**src/rtl/adat_bit_recovery.sv**
```systemverilog
// ADAT bit recovery: decodes the NRZI line into one bit per bit period, detects the
// sync pattern (ten zeros then a one) and tracks frame alignment and lock.
//
// Ports:
//   clk_i        oversampling clock, SAMPLES_PER_BIT cycles per ADAT bit
//   rst_i        synchronous active-high reset
//   signal_i     conditioned ADAT line, synchronous to clk_i
//   bit_o        decoded bit (1 = line transition within the bit period)
//   bit_valid_o  one-cycle strobe, bit_o valid
//   sync_o       with bit_valid_o on the '1' that ends an exact 10-zero run
//   bit_index_o  frame position of bit_o (sync '1' = 255, next bit = 0)
//   locked_o     high while frame alignment is locked
module adat_bit_recovery #(
    parameter int unsigned SAMPLES_PER_BIT = 8
) (
    input  logic       clk_i,
    input  logic       rst_i,
    input  logic       signal_i,
    output logic       bit_o,
    output logic       bit_valid_o,
    output logic       sync_o,
    output logic [7:0] bit_index_o,
    output logic       locked_o
);

    localparam int unsigned PhaseW = $clog2(SAMPLES_PER_BIT);
    localparam logic [PhaseW-1:0] PhaseLast   = PhaseW'(SAMPLES_PER_BIT - 1);
    localparam logic [PhaseW-1:0] PhaseSample = PhaseW'(SAMPLES_PER_BIT / 2);

    typedef enum logic [1:0] {StUnlocked, StCandidate, StLocked} state_e;

    logic              signal_q;
    logic [PhaseW-1:0] phase_q, phase_d;
    logic              pending_q, pending_d;
    logic [3:0]        zero_run_q, zero_run_d;
    logic [7:0]        idx_q, idx_d;
    state_e            state_q, state_d;

    logic trans;
    logic emit;
    logic is_sync;
    logic is_loss;
    logic at_frame_end;
    logic locked_d;

    always_comb begin
        trans        = signal_i ^ signal_q;
        // A transition landing on the sample point suppresses it; the period realigns.
        emit         = (phase_q == PhaseSample) && !trans;
        is_sync      = emit && pending_q && (zero_run_q == 4'd10);
        is_loss      = emit && !pending_q && (zero_run_q == 4'd10);
        at_frame_end = (idx_q == 8'hFF);
    end

    always_comb begin
        phase_d    = (phase_q == PhaseLast) ? '0 : phase_q + 1'b1;
        pending_d  = pending_q;
        zero_run_d = zero_run_q;
        idx_d      = idx_q;
        if (trans) begin
            phase_d   = '0;
            pending_d = 1'b1;
        end else if (emit) begin
            pending_d = 1'b0;
        end
        if (emit) begin
            if (pending_q) begin
                zero_run_d = '0;
            end else if (zero_run_q != 4'hF) begin
                zero_run_d = zero_run_q + 1'b1;
            end
            idx_d = is_sync ? 8'h00 : idx_q + 1'b1;
        end
    end

    always_ff @(posedge clk_i) begin
        if (rst_i) begin
            signal_q   <= 1'b0;
            phase_q    <= '0;
            pending_q  <= 1'b0;
            zero_run_q <= '0;
            idx_q      <= '0;
        end else begin
            signal_q   <= signal_i;
            phase_q    <= phase_d;
            pending_q  <= pending_d;
            zero_run_q <= zero_run_d;
            idx_q      <= idx_d;
        end
    end

    // Lock FSM: state register
    always_ff @(posedge clk_i) begin
        if (rst_i) begin
            state_q <= StUnlocked;
        end else begin
            state_q <= state_d;
        end
    end

    // Lock FSM: next state, only evaluated on emitted bits; loss wins over everything
    always_comb begin
        state_d = state_q;
        if (emit) begin
            if (is_loss) begin
                state_d = StUnlocked;
            end else begin
                unique case (state_q)
                    StUnlocked:  if (is_sync) state_d = StCandidate;
                    StCandidate: if (is_sync && at_frame_end) state_d = StLocked;
                    // Sync off position, or no sync where one was due
                    StLocked:    if (is_sync != at_frame_end) state_d = StCandidate;
                    default:     state_d = StUnlocked;
                endcase
            end
        end
    end

    // Lock FSM: output decode
    always_comb begin
        locked_d = (state_d == StLocked);
    end

    always_ff @(posedge clk_i) begin
        if (rst_i) begin
            bit_o       <= 1'b0;
            bit_valid_o <= 1'b0;
            sync_o      <= 1'b0;
            bit_index_o <= 8'h00;
            locked_o    <= 1'b0;
        end else begin
            bit_valid_o <= emit;
            sync_o      <= is_sync;
            locked_o    <= locked_d;
            if (emit) begin
                bit_o       <= pending_q;
                bit_index_o <= is_sync ? 8'hFF : idx_q;
            end
        end
    end

endmodule

```
**config.mk**
```make
export PLATFORM = sky130hd
export DESIGN_NAME = adat_bit_recovery
export DESIGN_NICKNAME = d
export VERILOG_FILES = /design/src/rtl/adat_bit_recovery.sv
export SDC_FILE = /design/constraint.sdc
export NUM_CORES = 1
export LEC_CHECK = 0
export CORE_MARGIN = 3
export CORE_UTILIZATION = 54
export DETAILED_ROUTE_END_ITERATION = 6
export GPL_TIMING_DRIVEN = 0
export PLACE_DENSITY = 0.77
export SLEW_MARGIN = 25
export SYNTH_ARGS = -nofsm -noshare
export SYNTH_HDL_FRONTEND = slang
export SYNTH_SLANG_ARGS = --single-unit
```
**constraint.sdc**
```tcl
create_clock -name clk_i -period 3.4 [get_ports clk_i]
set_input_delay 1.02 -clock clk_i [delete_from_list [all_inputs] [get_ports clk_i]]
set_output_delay 1.02 -clock clk_i [all_outputs]
set_load 0.02 [all_outputs]
```
==> results of run 1 <==
## stage by stage
| step | hold WS (ps) | area (sq um) |
|---|---|---|
| floorplan | 428.5 | 1374 |
| finish | 467.1 | 1635 |
| global placement | 441.1 | 1549 |
| global route | 502.8 | 1635 |
| CTS | 473.3 | 1635 |
| detailed placement | 452.9 | 1549 |
## flip-flops by register name, indices dropped and copies added, names as in the netlist
name / flops
state_q: 2
phase_q: 3
signal_q: 1
bit_valid_o: 1
sync_o: 1
locked_o: 1
zero_run_q: 4
idx_q: 8
bit_o: 1
pending_q: 1
bit_index_o: 8
## routing by layer
| layer | share of wire, % | routed length, um | GRT usage, % | vias up |
|---|---|---|---|---|
| li1 | - | - | - | 589 |
| met1 | 46 | 1304 | 22.84 | 541 |
| met2 | 47 | 1326 | 32.51 | 27 |
| met3 | 4.7 | 132 | 5.517 | 8 |
| met4 | 1.7 | 49 | 7.458 | 0 |
| met5 | 0 | 0 | 0 | - |
## layout make-up
class	count	share of cell area [%]
well taps	28	2.142
flip-flops and latches	31	37.95
plain buffers	8	2.601
inverters	9	2.066
clock buffers	6	3.137
clock inverters	2	2.142
multi-input cells	108	41.39
repair buffers	14	8.569
## worst max-delay path by stage
stage                  start  endpoint  slack (ps)  cells past startpoint
floorplan           signal_i  locked_o         630                      8
global placement    signal_i  locked_o          70                      9
detailed placement  signal_i  locked_o          20                      9
CTS                 signal_i  locked_o         350                      9
global route        signal_i  locked_o         180                      9
finish              signal_i  locked_o         310                      9
## power breakdown
part           internal [uW]  total, uW  switching [uW]
combinational           9.42       28.5            19.1
clock                    174        298             125
sequential               366        368            1.75
total                    550        695             146
## cells in the mapped netlist (2+ instances only)
master	count
clkbuf_1	3
buf_2	4
o31ai_1	2
xnor2_1	5
nand3_1	3
nor2_1	14
nand2_1	25
ha_1	7
dfxtp_1	31
or3_1	2
and2_1	2
nand3b_1	2
a31oi_1	7
a21oi_1	6
nor4_1	5
nor3_1	3
inv_1	9
mux2i_1	2
## cells by family (layout without fill, tap and decap cells)
family / after synthesis / in the layout
flip-flops: 31 / 31
multiplexers: 2 / 2
adder cells (fa/ha/maj): 7 / 7
buffers and inverters: 17 / 39
XOR/XNOR: 6 / 6
AND/OR/NAND/NOR: 69 / 69
AO/OA/AOI/OAI: 24 / 24
==> Flow_metrics.wiki, run 1 <==
{| class="wikitable"
! Metric !! Value
|-
| Status || completed
|-
| CTS root buf || clkbuf_4
|-
| Reg-to-reg setup timing slack || 860 ps
|-
| Total nets after synthesis || 166
|-
| XOR/XNOR Fraction of Synth Area || 3.825%
|-
| Placed cells || 198
|-
| Multi-input combinational cell area || 676.9 sq um
|-
| CTS tree || yes
|-
| Number of flip-flops and latches in the synthesized netlist || 31
|-
| Worst slack after detailed placement || 17.35 ps
|-
| Asr flop ratio synth || 0%
|-
| Largest family of logic cells by synthesized area || simple AND/OR/NAND/NOR gates
|-
| Top cell type by total area after synthesis || dfxtp_1
|-
| Total clock buffers created by CTS || 5
|-
| Proportion of synthesized area in mux cells || 1.457%
|-
| Hold endpoint || phase_q[0]
|-
| Syn Inst Count || 156
|-
| Setup Buffers After CTS || 0
|-
| Worst hold-check path type || reg2reg
|-
| Leakage power figure || 0.0006148 uW
|-
| Die Width || 56.44 um
|-
| Reg area || 620.6 sq um
|-
| Number of remaining DRC errors || 0
|-
| DP Wirelength || 2033 um
|-
| PwrDens || 425.1 nW/um^2
|-
| Number of iterations in the first detailed-routing pass || 4
|-
| Clock sinks || 31
|-
| Total number of yosys warnings || 0
|-
| Global-route wire length before repair || 4933 um
|-
| Unrepaired setup endpoints after global routing || false
|-
| CP Max Fanout || 3
|-
| Core Rows || 17
|-
| Largest stage delay on the critical path || 490 ps
|-
| Post-synthesis share of cell area spent on and, or, nand and nor gates || 25.14%
|-
| Commonest non-fill, non-tap cell in the layout || dfxtp_1
|-
| Summed instance area of the synthesized netlist || 1374 sq um
|-
| Maximum root-to-sink buffer count || 2
|-
| DR WL/cell || 13.66 um
|-
| Vert. Die Dim || 56.44 um
|-
| Overall routed net length || 2813 um
|-
| Maximum clock rate || 324.0 MHz
|-
| Required @ worst endpoint || 3630 ps
|-
| Arrival @ worst endpoint || 3320 ps
|-
| Avg Vias per Cell || 5.655
|-
| Initial detailed-routing violation count || 29
|-
| Final hold violation count || 0
|-
| Overflow left after global routing || 0
|-
| Post-synth EDFFs || 0
|-
| Startpoint of the most critical register-to-register path || zero_run_q[0]
|-
| Fin Clk Skew || 3.139 ps
|-
| Count of filler cells inserted in the layout || 178
|-
| Final ANT Viol Nets || 0
|-
| Accumulated negative setup slack || 0 ps
|-
| Area enclosed by the die boundary || 3185 sq um
|-
| Number of standard cells in the final layout excluding fillers || 206
|-
| CTS Hold Buffers Added || 0
|-
| Category of cells accounting for the largest share of critical-path delay || compound AO/OA/AOI/OAI gates
|-
| Most frequent cells in the layout || dfxtp_1 (31), nand2_1 (25), nor2_1 (14), clkdlybuf4s50_1 (14), inv_1 (9)
|-
| Top flip-flop cell by instance count after synthesis || dfxtp_1
|-
| Worst reg2reg path endpoint || locked_o
|-
| Tot GR Track Use || 19.27%
|-
| Finished Core Util || 70.53%
|-
| Compound-cell area share of the yosys netlist || 12.48%
|-
| Critical Path Sink Type || flop
|-
| Type of the worst setup path || in2reg
|-
| Cell-by-cell trace of the critical path || clkdlybuf4s50_1, xor2_1, or4_1, inv_1, ha_1, nand3b_1, o311ai_0, a221o_1, a221oi_1
|-
| Worst path bufs/invs || 2
|-
| Post-synthesis share of cell area spent on full adders, half adders and majority gates || 6.375%
|-
| Worst IR Drop VDD || 0.0003640 V
|-
| Min Clock Period, post-route || 3087 ps
|-
| Share of final-layout standard cells stronger than drive strength 1 || 10.11%
|-
| Last weighted congestion value of the routability-driven placer || 0.8386
|-
| Synth Area per Inst || 8.807 sq um
|-
| Count of max-cap constraint violations || 0
|-
| Count of endpoints failing setup in the final report || 0
|-
| CTS clock-pin slew for the worst setup and hold paths || 90 ps
|-
| Hold Crit Depth || 1
|-
| Part of the Yosys area used for sequential elements || 45.17%
|-
| Worst-margin pin slew || 550.0 ps
|-
| Final net count || 187
|-
| Initial Utilization || 59.26%
|-
| Buffers on Ports || 14
|-
| Clock Latency Late Sink || 320 ps
|-
| Initial antenna violation count || 0
|-
| Overall via count from detail_route || 1165
|-
| Share of Yosys cell area claimed by the top area cell type || 45.17%
|-
| Critical hold path startpoint || phase_q[0]
|-
| Area of the core region || 2318 sq um
|-
| Pin count of the biggest net entering global routing || 11
|-
| Critical Path Source Type || primary input
|-
| Cell with the biggest individual delay on the critical path || or4_1
|-
| Slew headroom || 63.33%
|-
| Worst Reg-to-Reg Cells || 10
|-
| Period utilisation layout || 90.78%
|-
| Via count of the first global-routing pass || 1124
|-
| IO Pins || 15
|-
| Pins over their slew limit || 0
|-
| Worst-case setup margin in the final layout || 313.4 ps
|-
| Number of resized instances in the post-cts repair step || 0
|-
| Cell variety after synth || 42
|-
| CTS H-Tree Depth || 2
|-
| Design Power || 695.2 uW
|-
| Synth top area cells || dfxtp_1 (45%), nand2_1 (6.8%), ha_1 (6.4%), nor2_1 (3.8%), a31oi_1 (3.2%)
|-
| Layout overhead on the synthesized area || 19.03%
|-
| Diode count || 0
|}
Power figures use the tool's default switching activity.
==> run 2: changes to the inputs <==
- CORE_UTILIZATION: 54 -> 57
- CTS_BUF_LIST: not set -> sky130_fd_sc_hd__clkbuf_2 sky130_fd_sc_hd__clkbuf_4 sky130_fd_sc_hd__clkbuf_8
- PLACE_DENSITY: 0.77 -> 0.8
==> run 2 against run 1 <==
  * Clock skew up 4.2 ps
  * Wire length down 4.6%
  * Global-route usage up 1.9 points
  * Non-clock buffer count unchanged
  * First-iteration DRC count up 59%
  * Core utilization up 0.66 points
  * Worst hold slack worse by 0.96 ps
  * Clock power down 28%
  * Sequential cell count unchanged
  * Critical endpoint unchanged
  * Largest power group unchanged
==> Flow_metrics.wiki, run 2 (synthesis results as in run 1) <==
{| class="wikitable"
! Metric !! Value
|-
| Status || completed
|-
| Min Clock Period, post-route || 3069 ps
|-
| Number of remaining DRC errors || 0
|-
| Arrival @ worst endpoint || 3300 ps
|-
| DR WL/cell || 13.09 um
|-
| Maximum root-to-sink buffer count || 2
|-
| Share of final-layout standard cells stronger than drive strength 1 || 9.605%
|-
| Worst hold-check path type || reg2reg
|-
| Accumulated negative setup slack || 0 ps
|-
| CP Max Fanout || 3
|-
| Period utilisation layout || 90.26%
|-
| Pins over their slew limit || 0
|-
| Cell-by-cell trace of the critical path || clkdlybuf4s50_1, xor2_1, or4_1, inv_1, ha_1, nand3b_1, o311ai_0, a221o_1, a221oi_1
|-
| Cell with the biggest individual delay on the critical path || or4_1
|-
| Total clock buffers created by CTS || 5
|-
| Area enclosed by the die boundary || 3035 sq um
|-
| Core Rows || 17
|-
| Final ANT Viol Nets || 0
|-
| Finished Cell Area || 1605 sq um
|-
| Initial detailed-routing violation count || 46
|-
| IO Pins || 15
|-
| Diode count || 0
|-
| CTS H-Tree Depth || 2
|-
| CTS clock-pin slew for the worst setup and hold paths || 90 ps
|-
| Layout overhead on the synthesized area || 16.85%
|-
| Required @ worst endpoint || 3630 ps
|-
| Area of the core region || 2255 sq um
|-
| CTS Hold Buffers Added || 0
|-
| Last weighted congestion value of the routability-driven placer || 0.8433
|-
| Initial antenna violation count || 0
|-
| Clock sinks || 31
|-
| Setup Buffers After CTS || 0
|-
| Fin Clk Skew || 7.319 ps
|-
| CTS root buf || clkbuf_4
|-
| Count of filler cells inserted in the layout || 184
|-
| Avg Vias per Cell || 5.620
|-
| PwrDens || 380.4 nW/um^2
|-
| Finished Core Util || 71.20%
|-
| Die Width || 55.10 um
|-
| Global-route wire length before repair || 4471 um
|-
| Initial Utilization || 60.93%
|-
| Category of cells accounting for the largest share of critical-path delay || compound AO/OA/AOI/OAI gates
|-
| Largest registers ranked by flip-flop count || bit_index_o: 8 flops, idx_q: 8 flops, zero_run_q: 4 flops
|-
| Final net count || 187
|-
| Overall via count from detail_route || 1152
|-
| Design Power || 610.6 uW
|-
| Maximum clock rate || 325.8 MHz
|-
| Count of max-cap constraint violations || 0
|-
| Worst path bufs/invs || 2
|-
| Leakage power figure || 0.0006007 uW
|-
| Critical Path Sink Type || flop
|-
| DP Wirelength || 1944 um
|-
| Clock Latency Late Sink || 330 ps
|-
| Worst-margin pin slew || 534.3 ps
|-
| Final hold violation count || 0
|-
| CTS tree || yes
|-
| Overflow left after global routing || 0
|-
| Largest stage delay on the critical path || 500 ps
|-
| Number of iterations in the first detailed-routing pass || 4
|-
| Slew headroom || 64.38%
|-
| Commonest non-fill, non-tap cell in the layout || dfxtp_1
|-
| Critical Path Source Type || primary input
|-
| Pin count of the biggest net entering global routing || 11
|-
| Worst IR Drop VDD || 0.0003422 V
|-
| DP Area || 1549 sq um
|-
| Via count of the first global-routing pass || 1010
|-
| Type of the worst setup path || in2reg
|-
| Unrepaired setup endpoints after global routing || false
|-
| Number of resized instances in the post-cts repair step || 0
|-
| Tot GR Track Use || 21.12%
|-
| Vert. Die Dim || 55.10 um
|-
| Worst slack after detailed placement || 8.362 ps
|-
| Overall routed net length || 2683 um
|-
| Most frequent cells in the layout || dfxtp_1 (31), nand2_1 (25), nor2_1 (14), clkdlybuf4s50_1 (14), inv_1 (9)
|-
| Buffers on Ports || 14
|-
| Count of endpoints failing setup in the final report || 0
|-
| Worst-case setup margin in the final layout || 331.0 ps
|}
[run 2: cell count changes in the layout (fill, tap and decap cells not counted), sizes merged]
cell	previous run	this run
bufinv	1	0
[run 2: power by group]
group          leakage (uW)  switching, uW  total, uW  internal, uW
combinational      0.000316           18.5       28.0          9.45
clock             0.0000341            119        214          95.6
sequential         0.000250           1.97        368           366
[run 2: final cells by class]
type                    count  area [sq um]  area share (%)
clock buffers               6         51.30           3.196
plain buffers               8         42.54           2.650
inverters                   9         33.78           2.104
repair buffers             14         140.1           8.730
clock inverters             1         5.005          0.3118
multi-input cells         108         676.9           42.17
well taps                  28         35.03           2.182
flip-flops and latches     31         620.6           38.66
[run 2: per-layer routing]
layer / wire length, um / GRT usage [%] / vias up
met5: 0 / 0 / -
met4: 48 / 10.93 / 0
met3: 160 / 6.434 / 8
met2: 1230 / 34.65 / 29
met1: 1243 / 24.63 / 532
li1: - / - / 583
[run 2: worst min-delay path, delay by kind of cell, from the launching register on]
family / cells / cell delay [ps]
AO/OA/AOI/OAI: 1 / 50
AND/OR/NAND/NOR: 1 / 50
flip-flops: 1 / 320
[run 2: path summary, 6_finish.rpt]
check / to / cells after the start / from / slack, ps
setup / recovery: locked_o / 9 / signal_i / 330
setup reg to reg: locked_o / 10 / zero_run_q[0] / 880
hold / removal: bit_o / 2 / bit_o / 470
hold reg to reg: bit_o / 2 / bit_o / 470
[run 2: stage by stage]
stage          hold WS [ps]  instances
6_report              466.1        205
3_5_place_dp          449.2        198
5_1_grt               496.7        205
2_1_floorplan         428.5        156
4_1_cts               468.2        205
3_3_place_gp          441.4        198
==> run 3: changes to the inputs <==
- CTS_CLUSTER_DIAMETER: not set -> 120
==> results of run 3 <==
The final DEF is identical to that of run 2; final timing and power are the same.
